--- config.mk ---
export PLATFORM = sky130hd
export DESIGN_NAME = btn_conditioner
export DESIGN_NICKNAME = d
export VERILOG_FILES = /design/src/rtl/btn_cond_pkg.sv /design/src/rtl/btn_debounce_ch.sv /design/src/rtl/btn_conditioner.sv
export SDC_FILE = /design/constraint.sdc
export NUM_CORES = 1
export LEC_CHECK = 0
export ABC_AREA = 1
export CAP_MARGIN = 20
export CORE_ASPECT_RATIO = 1.75
export CORE_MARGIN = 2
export CORE_UTILIZATION = 30
export DETAILED_ROUTE_END_ITERATION = 12
export MAX_ROUTING_LAYER = met4
export PLACE_DENSITY_LB_ADDON = 0.3
export SLEW_MARGIN = 20
export SYNTH_ARGS = -nofsm -noshare
export SYNTH_HDL_FRONTEND = slang
export SYNTH_SLANG_ARGS = --single-unit
--- constraint.sdc ---
create_clock -name clk -period 5.9 [get_ports clk]
set_clock_uncertainty 0.15 [all_clocks]
set_input_delay 1.18 -clock clk [delete_from_list [all_inputs] [get_ports clk]]
set_output_delay 1.18 -clock clk [all_outputs]
set_load 0.05 [all_outputs]
--- src/rtl/btn_cond_pkg.sv ---
// Shared types and default timing for the push-button conditioner.
// Auto-repeat is enabled by defining BTN_AUTOREPEAT_EN.
package btn_cond_pkg;

    // Auto-repeat controller states, one FSM per channel.
    typedef enum logic [1:0] {
        RPT_IDLE,
        RPT_DELAY,
        RPT_RUN
    } rpt_state_t;

    // Defaults sized for a 100 MHz system clock.
    localparam int unsigned DEF_N_CH            = 5;
    localparam int unsigned DEF_DEBOUNCE_CYCLES = 1_000_000;
    localparam int unsigned DEF_REPEAT_DELAY    = 50_000_000;
    localparam int unsigned DEF_REPEAT_PERIOD   = 10_000_000;

endpackage

--- src/rtl/btn_debounce_ch.sv ---
// One button channel: 2-FF synchroniser, counter debouncer, registered press/release
// pulses and, when BTN_AUTOREPEAT_EN is defined, an auto-repeat pulse generator.
module btn_debounce_ch
    import btn_cond_pkg::*;
#(
    parameter int unsigned DEBOUNCE_CYCLES = DEF_DEBOUNCE_CYCLES,
    parameter int unsigned REPEAT_DELAY    = DEF_REPEAT_DELAY,
    parameter int unsigned REPEAT_PERIOD   = DEF_REPEAT_PERIOD
) (
    input  logic clk,
    input  logic reset,
    input  logic btn_in,
    output logic btn_level,
    output logic btn_press,
    output logic btn_release,
    output logic btn_repeat
);

    localparam int unsigned   CW       = $clog2(DEBOUNCE_CYCLES) + 1;
    localparam logic [CW-1:0] CNT_LAST = CW'(DEBOUNCE_CYCLES - 1);

    logic          ff1_q, ff2_q;
    logic          stable_q, stable_d;
    logic [CW-1:0] cnt_q, cnt_d;
    logic          press_q, press_d;
    logic          release_q, release_d;

    // Bring the raw asynchronous level into the clock domain.
    always_ff @(posedge clk or posedge reset) begin
        if (reset) begin
            ff1_q <= 1'b0;
            ff2_q <= 1'b0;
        end else begin
            ff1_q <= btn_in;
            ff2_q <= ff1_q;
        end
    end

    // Count consecutive samples that differ from the stable level; any reversion restarts.
    always_comb begin
        stable_d  = stable_q;
        cnt_d     = cnt_q;
        press_d   = 1'b0;
        release_d = 1'b0;
        if (ff2_q == stable_q) begin
            cnt_d = '0;
        end else if (cnt_q == CNT_LAST) begin
            stable_d  = ff2_q;
            cnt_d     = '0;
            press_d   = ff2_q;
            release_d = ~ff2_q;
        end else begin
            cnt_d = cnt_q + CW'(1);
        end
    end

    // Level and its edge pulse update on the same edge.
    always_ff @(posedge clk or posedge reset) begin
        if (reset) begin
            stable_q  <= 1'b0;
            cnt_q     <= '0;
            press_q   <= 1'b0;
            release_q <= 1'b0;
        end else begin
            stable_q  <= stable_d;
            cnt_q     <= cnt_d;
            press_q   <= press_d;
            release_q <= release_d;
        end
    end

    assign btn_level   = stable_q;
    assign btn_press   = press_q;
    assign btn_release = release_q;

`ifdef BTN_AUTOREPEAT_EN
    localparam int unsigned   RPT_MAX    = (REPEAT_DELAY > REPEAT_PERIOD) ? REPEAT_DELAY
                                                                          : REPEAT_PERIOD;
    localparam int unsigned   RW         = $clog2(RPT_MAX) + 1;
    localparam logic [RW-1:0] DELAY_LOAD = RW'(REPEAT_DELAY - 1);
    localparam logic [RW-1:0] PERIOD_LOAD = RW'(REPEAT_PERIOD - 1);

    rpt_state_t    rpt_state_q, rpt_state_d;
    logic [RW-1:0] rpt_cnt_q, rpt_cnt_d;
    logic          rpt_q, rpt_d;

    // Repeat FSM next-state: a release (or an unpressed level) wins over any due repeat.
    always_comb begin
        rpt_state_d = rpt_state_q;
        rpt_cnt_d   = rpt_cnt_q;
        rpt_d       = 1'b0;
        if (press_d) begin
            rpt_state_d = RPT_DELAY;
            rpt_cnt_d   = DELAY_LOAD;
        end else if (release_d || !stable_q) begin
            rpt_state_d = RPT_IDLE;
            rpt_cnt_d   = '0;
        end else begin
            unique case (rpt_state_q)
                RPT_DELAY, RPT_RUN: begin
                    if (rpt_cnt_q == '0) begin
                        rpt_d       = 1'b1;
                        rpt_state_d = RPT_RUN;
                        rpt_cnt_d   = PERIOD_LOAD;
                    end else begin
                        rpt_cnt_d = rpt_cnt_q - RW'(1);
                    end
                end
                default: begin
                    rpt_state_d = RPT_IDLE;
                end
            endcase
        end
    end

    // Repeat FSM state, counter and registered pulse.
    always_ff @(posedge clk or posedge reset) begin
        if (reset) begin
            rpt_state_q <= RPT_IDLE;
            rpt_cnt_q   <= '0;
            rpt_q       <= 1'b0;
        end else begin
            rpt_state_q <= rpt_state_d;
            rpt_cnt_q   <= rpt_cnt_d;
            rpt_q       <= rpt_d;
        end
    end

    assign btn_repeat = rpt_q;
`else
    // Repeat timing is irrelevant without the feature; fold it into a deliberately unused net.
    logic unused_rpt_cfg;
    assign unused_rpt_cfg = ^{32'(REPEAT_DELAY), 32'(REPEAT_PERIOD)};
    assign btn_repeat     = 1'b0;
`endif

endmodule

--- src/rtl/btn_conditioner.sv ---
// N-channel push-button front end: independent debounced channels plus an any-press OR.
// Auto-repeat is enabled by defining BTN_AUTOREPEAT_EN; otherwise btn_repeat is tied to 0.
module btn_conditioner
    import btn_cond_pkg::*;
#(
    parameter int unsigned N_CH            = DEF_N_CH,
    parameter int unsigned DEBOUNCE_CYCLES = DEF_DEBOUNCE_CYCLES,
    parameter int unsigned REPEAT_DELAY    = DEF_REPEAT_DELAY,
    parameter int unsigned REPEAT_PERIOD   = DEF_REPEAT_PERIOD
) (
    input  logic            clk,
    input  logic            reset,
    input  logic [N_CH-1:0] btn_in,
    output logic [N_CH-1:0] btn_level,
    output logic [N_CH-1:0] btn_press,
    output logic [N_CH-1:0] btn_release,
    output logic [N_CH-1:0] btn_repeat,
    output logic            any_press
);

    for (genvar i = 0; i < N_CH; i++) begin : g_ch
        btn_debounce_ch #(
            .DEBOUNCE_CYCLES(DEBOUNCE_CYCLES),
            .REPEAT_DELAY   (REPEAT_DELAY),
            .REPEAT_PERIOD  (REPEAT_PERIOD)
        ) u_ch (
            .clk        (clk),
            .reset      (reset),
            .btn_in     (btn_in[i]),
            .btn_level  (btn_level[i]),
            .btn_press  (btn_press[i]),
            .btn_release(btn_release[i]),
            .btn_repeat (btn_repeat[i])
        );
    end

    assign any_press = |btn_press;

endmodule

## Yosys cells after proc, flatten, opt, wreduce, memory -nomap -nowiden

Cells that the tools add are included.

| cells by class | value |
|---|---|
| muxes and demuxes | 30 |
| bitwise logic cells | 10 |
| equality and inequality tests | 10 |
| add/sub/neg operators | 5 |
| reduce and logical (&&, ||, !) cells | 6 |

Operators with widths:

| cell | count |
|---|---|
| 21-bit two-way mux | 10 |
| 21-bit by 1-bit adder with 21-bit output (second input constant) | 5 |
| 21-bit by 20-bit equality test with 1-bit output (second input constant) | 5 |
| 1-bit two-way mux | 20 |
| 1-bit inverter | 10 |
| 2-bit AND reduction | 5 |
| 1-bit equality test | 5 |
| 5-bit OR reduction | 1 |

| word-level totals | value |
|---|---|
| flip-flop bits (word level) | 130 |
| input port bits | 7 |

## Depth between registers and ports, before layout

Gate-level depths: netlist of run 1.

| logic depth | value |
|---|---|
| word-level depth | 3 |
| mapped depth | 9 |
| depth with buffers taken out | 9 |

## Cells and area by module

Synthesis of run 1 repeated with hierarchy kept, for this count alone.

| unflattened totals | value |
|---|---|
| cell total of the unflattened synthesis | 894 |
| area, all modules | 7,523.5 um2 |

Modules (own cells, without submodules):

| module | times used | cells an instance | area an instance (um2) | seq. area each (um2) |
|---|---|---|---|---|
| btn_debounce_ch | 5 | 178 | 1,501.4 | 650.6 |
| btn_conditioner | 1 | 4 | 16.3 | 0.0 |

## Worst setup path before layout of run 1

OpenSTA, ideal clock, no wires.

| timing path | value |
|---|---|
| kind | reg2out |
| start point | reg g_ch[3].u_ch.press_q |
| end point | out any_press |
| slack | 3.739 ns |
| arrival time | 0.831 ns |
| path buffers | 0 |
| cell stages (with the launch flop) | 3 |
| cells stage by stage | dfrtp_1 -> nor3_1 -> nand2_1 |

| between the ends | value |
|---|---|
| longest elaborated chain between the ends | 1 |

RTL lines:

| what | RTL line | text |
|---|---|---|
| from (decl) | btn_debounce_ch.sv:25 | `logic press_q, press_d;` |
| from (signal assigned) | btn_debounce_ch.sv:67 | `press_q <= press_d;` |
| 5-bit OR reduction | btn_conditioner.sv:37 | `assign any_press = \|btn_press;` |
| to (decl) | btn_conditioner.sv:18 | `output logic any_press` |

Every way passes these cells.

## Worst setup path after layout of run 1

Ends and elaborated chain as after synthesis.

==> metrics, run 1 <==
min cycle time layout=3.07 ns; Antenna Nets Post-Route=0; Crit path largest cell delay=0.70 ns; layout cells sized above 1=0.128; crit end category=output port; Worst Path Arrival=1.74 ns; via count=5571; register-to-register setup slack=3.97 ns; vias per cell=4.51; post-synthesis cell area=0.00707 mm2; Buf+Inv Stages, Crit Path=1; IO Pins=28; Clock transition at path regs=0.06 ns; GPL Wtd Cong=0.881; FF+latch count, synth=130; crit-path max FO=2; total number of yosys warnings=0; port bufs=22; mux cell area share after synthesis=0; max-cap violations=0; post-synthesis xor/xnor area fraction=0.0632; Initial Util=0.304; Syn Inst Count=892; ANT cells=0; GRT overflow=0; Worst Tran Pin Value=0.877 ns; Filler Cell Count=2373; final hold violation count=0; clk sink count=130; Num CTS Buffers=17; largest area contributor in the netlist=dfrtp_1; DR DRC count=0; EDFF count, synth=0; Tcrit/Tclk final=0.520; synth unique cells=26; synthesized area per cell=7.93 um2; die height=207 um; worst vdd ir=0.000246 V; Die ar.=0.0249 mm2; CP required=4.57 ns; Crit-path slowest cell=clkdlybuf4s50_1; count leader, synth=nor2_1; post-CTS setup buffers=0; worst-path cell chain=nor3_1 > nand2_1 > clkdlybuf4s50_1; post-synthesis simple-gate area fraction=0.377; critical path's top delay family=buffers and inverters; largest family of logic cells by synthesized area=simple AND/OR/NAND/NOR gates; final setup TNS=0 ns; Post-synth top cells=221 x nor2_1, 148 x nand2_1, 130 x dfrtp_1, 86 x inv_1, 86 x nand3_1; Synth Area in Adders=0.00884; FP Rows=74; Final nets=930; RSZ-0062 raised after global routing=false; # resized after CTS=0; Rel. slew slack=0.416; WL final=15600 um; sequential share of the synthesized area=0.460; crit path kind=flip-flop to output port; share of the synthesized area in the top cell type=0.460; drt pass-1 iters=7; final instance area=0.00815 mm2; pin count of the biggest net entering global routing=95; vias in the first global route=5781; dominant cells by area after synthesis=dfrtp_1 46%, nor2_1 12%, nand2_1 7.9%; max-slew violation count=0; area grow syn2layout=15.2%; status=complete, no violations; initial antenna violation count=0; GRT Util Overall=0.139; die width=120 um; DP Area=0.00755 mm2; Top FF cell, synth=dfrtp_1; Hold WC Path Type=flip-flop to flip-flop; Setup violations, final=0; Core ar.=0.0232 mm2; CP Launch Type=flip-flop; DRT iter0 DRCs=273; WL/cell=12.6 um; clk_lat worst skew=0.44 ns; CTS Hold Bufs=0; first-pass GRT wire length=26500 um; Compound-Gate Fraction of Synth Area=0.0179; CTS H-Tree Depth=4; Longest Clk Path Bufs=2; Async SR Flop Fraction=1.00; Pleak=0.00350 uW; Pwr Density=253 mW/mm2; CTS tree=yes; root buf cell=clkbuf_16; Post-DP HPWL=11400 um; f_max=0.326 GHz
[power by group]
| group | switching [uW] | internal (uW) | leakage, uW |
|---|---|---|---|
| Sequential | 8.49 | 903 | 0.00178 |
| Combinational | 50.1 | 15.3 | 0.00143 |
| Clock | 447 | 634 | 0.000289 |
| Total | 505 | 1550 | 0.00350 |
[cell type report]
type                       instances  area (um2)  area share
multi-input combinational        649        3320       0.407
sequential                       130        3250       0.399
clock buffer                      17         425      0.0522
tap                              304         380      0.0467
inverter                          97         369      0.0453
timing repair buffer              23         228      0.0279
clock inverter                    15         173      0.0212
[metrics by stage]
| step | std cells | hold slack, ns | setup WS (ns) | util | power [uW] |
|---|---|---|---|---|---|
| after floorplan | 896 | 0.181 | 1.10 | - | 977 |
| after global placement | 1203 | 0.183 | 2.85 | 0.325 | 996 |
| after detailed placement | 1203 | 0.186 | 2.84 | 0.325 | 997 |
| after CTS | 1235 | 0.204 | 2.81 | 0.351 | 2090 |
| after global routing | 1235 | 0.211 | 2.77 | 0.351 | 2140 |
| final | 1235 | 0.198 | 2.83 | 0.351 | 2060 |
[state kept, by name, summed over array words and instances (netlist names)]
| register | cells |
|---|---|
| g_ch.u_ch.btn_press | 5 |
| g_ch.u_ch.btn_release | 5 |
| g_ch.u_ch.cnt_q | 105 |
| g_ch.u_ch.btn_level | 5 |
| g_ch.u_ch.ff1_q | 5 |
| g_ch.u_ch.ff2_q | 5 |
[cell usage in the layout (no fill, tap or decap), types with 6 or more instances in the layout]
master and count:
a21oi_1 16, nand2_2 16, nand2_1 148, inv_6 6
clkdlybuf4s50_1 22, dfrtp_1 130, xnor2_1 19, nand4_1 10
inv_2 11, inv_1 85, o21ai_1 7, clkbuf_16 17
nand3_1 86, nor3_1 15, xor2_1 32, nor2_1 221
nor2_2 27, nand2_4 7, nor2_4 14
[kinds of logic (layout without fill, tap and decap cells)]
logic type | after synthesis | after routing
simple gates | 563 | 563
flops | 130 | 130
buf+inv | 117 | 152
xor+xnor | 51 | 51
compound gates | 25 | 25
fa+ha+maj | 5 | 5
other cells | 1 | 5
[final timing paths]
kind	end	cells after the start	start
max	any_press	3	g_ch[3].u_ch.btn_press
min	g_ch[0].u_ch.ff2_q	0	g_ch[0].u_ch.ff1_q
max reg2reg	g_ch[0].u_ch.btn_press	5	g_ch[0].u_ch.cnt_q[0]
min reg2reg	g_ch[0].u_ch.ff2_q	0	g_ch[0].u_ch.ff1_q
max in group asynchronous	g_ch[2].u_ch.btn_level	3	reset
min in group asynchronous	g_ch[2].u_ch.cnt_q[18]	2	reset
[metal layers]
metal / up-vias / GRT usage / routed length, um
met5: - / - / 0
met4: 0 / 0.0824 / 625
met3: 42 / 0.0270 / 361
met2: 87 / 0.265 / 8800
met1: 2620 / 0.123 / 5770
li1: 2822 / - / -
Power figures use the tool's default switching activity.
==> run 2, diff against run 1 <==
==> constraint.sdc (replaced) <==
create_clock -name clk -period 2.5 [get_ports clk]
set_clock_uncertainty 0.15 [all_clocks]
set_input_delay 0.5 -clock clk [delete_from_list [all_inputs] [get_ports clk]]
set_output_delay 0.5 -clock clk [all_outputs]
set_load 0.05 [all_outputs]
==> run 2 against run 1 <==
Against the previous run: register-to-register slack lost 3.2 ns; global-route usage shrank 0.092 points; core utilization grew 0.25 points; cell count grew 0.49%; worst setup slack lost 2.7 ns; non-clock buffer count grew 6; die area is the same; critical path depth shrank 2; flip-flop and latch count is the same; critical path type unchanged; routed wire length shrank 2.2%; via count shrank 0.74%; clock power grew 130%.
==> metrics, run 2 (synthesis gave the netlist of run 1 again) <==
FP Rows=74 (unchanged); CTS tree=yes; crit end category=output port; ANT cells=0 (unchanged); IO Pins=28 (unchanged); via count=5530 (-0.74%); fin util=0.353 (+0.00253); worst vdd ir=0.000466 V (+90%); register area=0.00325 mm2 (unchanged); commonest non-fill, non-tap cell in the layout=nor2_1; met1 global-route usage=0.132 (+0.00846); DRT iter0 DRCs=311 (+14%); worst flop-to-flop path endpoint=g_ch[1].u_ch.btn_press; Core ar.=0.0232 mm2 (unchanged); clk sink count=130 (unchanged); Initial Util=0.304 (unchanged); die width=120 um (unchanged); fin cells=1241 (+0.49%); RSZ-0062 raised after global routing=false; worst hold path startpoint=g_ch[2].u_ch.ff1_q; pin count of the biggest net entering global routing=84 (-12%); Hold WC Path Type=flip-flop to flip-flop; Crit path largest cell delay=0.84 ns (+0.14 ns); min cycle time layout=2.34 ns; Post-DP HPWL=11400 um (+0.31%); drt pass-1 iters=4 (-3); GRT met2 Usage=0.257 (-0.00862); Crit-path slowest cell=clkdlybuf4s50_1; layout cells sized above 1=0.131 (+0.00345); Fin Hold WS=0.210 ns (+0.0127 ns); register-to-register setup slack=0.80 ns (-3.17 ns); Pint=3770 uW (+140%); GRT Max-Usage Layer=met2; Num CTS Buffers=17 (unchanged); WL/cell=12.3 um (-2.6%); worst-path cell chain=clkdlybuf4s50_1; WL final=15200 um (-2.2%); Filler Cell Count=2419 (+1.9%); initial antenna violation count=0 (unchanged); vias in the first global route=5746 (-0.61%); first-pass GRT wire length=26600 um (+0.52%); max-cap violations=0 (unchanged); CP Launch Type=flip-flop; Die ar.=0.0249 mm2 (unchanged); final hold violation count=0 (unchanged); Buf+Inv Stages, Crit Path=1 (unchanged); Comb power frac=0.034 (+0.002); Clock power frac=0.519 (-0.006); CTS H-Tree Depth=4 (unchanged); Pleak=0.00353 uW (+0.86%); Multi-input gate area=0.00332 mm2 (unchanged); root buf cell=clkbuf_16; Worst R2R Start=g_ch[1].u_ch.cnt_q[0]; die height=207 um (unchanged); GRT Util Overall=0.139 (-0.000919); reg2reg path depth=6 (+1); Tcrit/Tclk final=0.936; port bufs=22 (unchanged); clk_lat worst skew=0.43 ns (about the same); max-slew violation count=0 (unchanged); Seq pwr share=0.447 (+0.004); Hold Crit Depth=0 (unchanged); GRT met3 Usage=0.0289 (+0.00193); post-CTS setup buffers=0 (unchanged); Final nets=936 (+0.65%); Net Sw Frac=0.217 (-0.0280); Inst Count DP=1209 (+0.50%); DR DRC count=0 (unchanged); most frequent cells in the layout=221 x nor2_1, 148 x nand2_1, 130 x dfrtp_1; Antenna Nets Post-Route=0 (unchanged); Longest Clk Path Bufs=2 (unchanged); final instance area=0.00821 mm2 (+0.72%); crit path kind=flip-flop to output port; max FFs per register=105 (unchanged); DP Area=0.00761 mm2 (+0.75%); CP required=1.85 ns (-2.72 ns); Largest Register=g_ch.u_ch.cnt_q; worst hold endpoint=g_ch[2].u_ch.ff2_q; GPL Wtd Cong=0.854 (-3.0%); crit path from=g_ch[0].u_ch.btn_press; # resized after CTS=1 (+1); Rel. slew slack=0.664 (+0.248); Worst Path Arrival=1.69 ns (-0.05 ns); GRT overflow=0 (unchanged); CTS Hold Bufs=0 (unchanged); area grow syn2layout=16.0%; status=complete, no violations; Psw=1050 uW (+110%); Pwr Density=587 mW/mm2 (+130%); Worst Tran Pin Value=0.503 ns (-0.374 ns); Clock transition at path regs=0.05 ns (about the same); crit-path max FO=2 (unchanged); final setup TNS=0 ns (unchanged); vias per cell=4.46 (-1.2%); critical path's top delay family=buffers and inverters; f_max=0.427 GHz; Setup violations, final=0 (unchanged)
==> run 2: cell types whose count changed in the layout (fill, tap and decap cells not counted), sizes merged <==
cell / before / now
inv: 104 / 96
clkbuf: 17 / 24
buf: 1 / 7
clkinvlp: 2 / 5
clkinv: 4 / 2
clkdlybuf4s50: 22 / 21
dlygate4sd2: 0 / 1
==> run 2: final cells by class <==
class / count / area share
Sequential cell: 130 / 0.396
Multi-Input combinational cell: 649 / 0.405
Clock buffer: 24 / 0.0611
Timing Repair Buffer: 29 / 0.0346
Tap cell: 304 / 0.0463
Clock inverter: 8 / 0.0122
Inverter: 97 / 0.0448
==> run 2: power by group through the flow <==
stage	Sequential [uW]	Combinational, uW	Clock, uW
floorplan	2190	119	0
global placement	2190	168	0
detailed placement	2190	169	0
CTS	2150	170	2580
global route	2160	191	2680
finish	2150	162	2500
==> run 2: layer usage <==
layer / wire [um] / share of wire
met1: 5740 / 0.38
met2: 8650 / 0.57
met3: 363 / 0.024
met4: 473 / 0.031
met5: 0 / 0
==> run 2: stage by stage <==
stage,worst slack [ns],power [uW]
floorplan,0.241,2310
global placement,0.465,2360
detailed placement,0.459,2360
CTS,0.0807,4900
global route,0.0892,5030
finish,0.159,4820
==> run 2: worst max-delay path by stage <==
stage,end,slack (ns),depth (start not counted)
finish,btn_press[0],0.16,1
global route,btn_press[0],0.09,1
CTS,btn_press[0],0.08,1
detailed placement,any_press,0.46,3
global placement,any_press,0.47,3
floorplan,g_ch[0].u_ch.btn_level,0.24,1
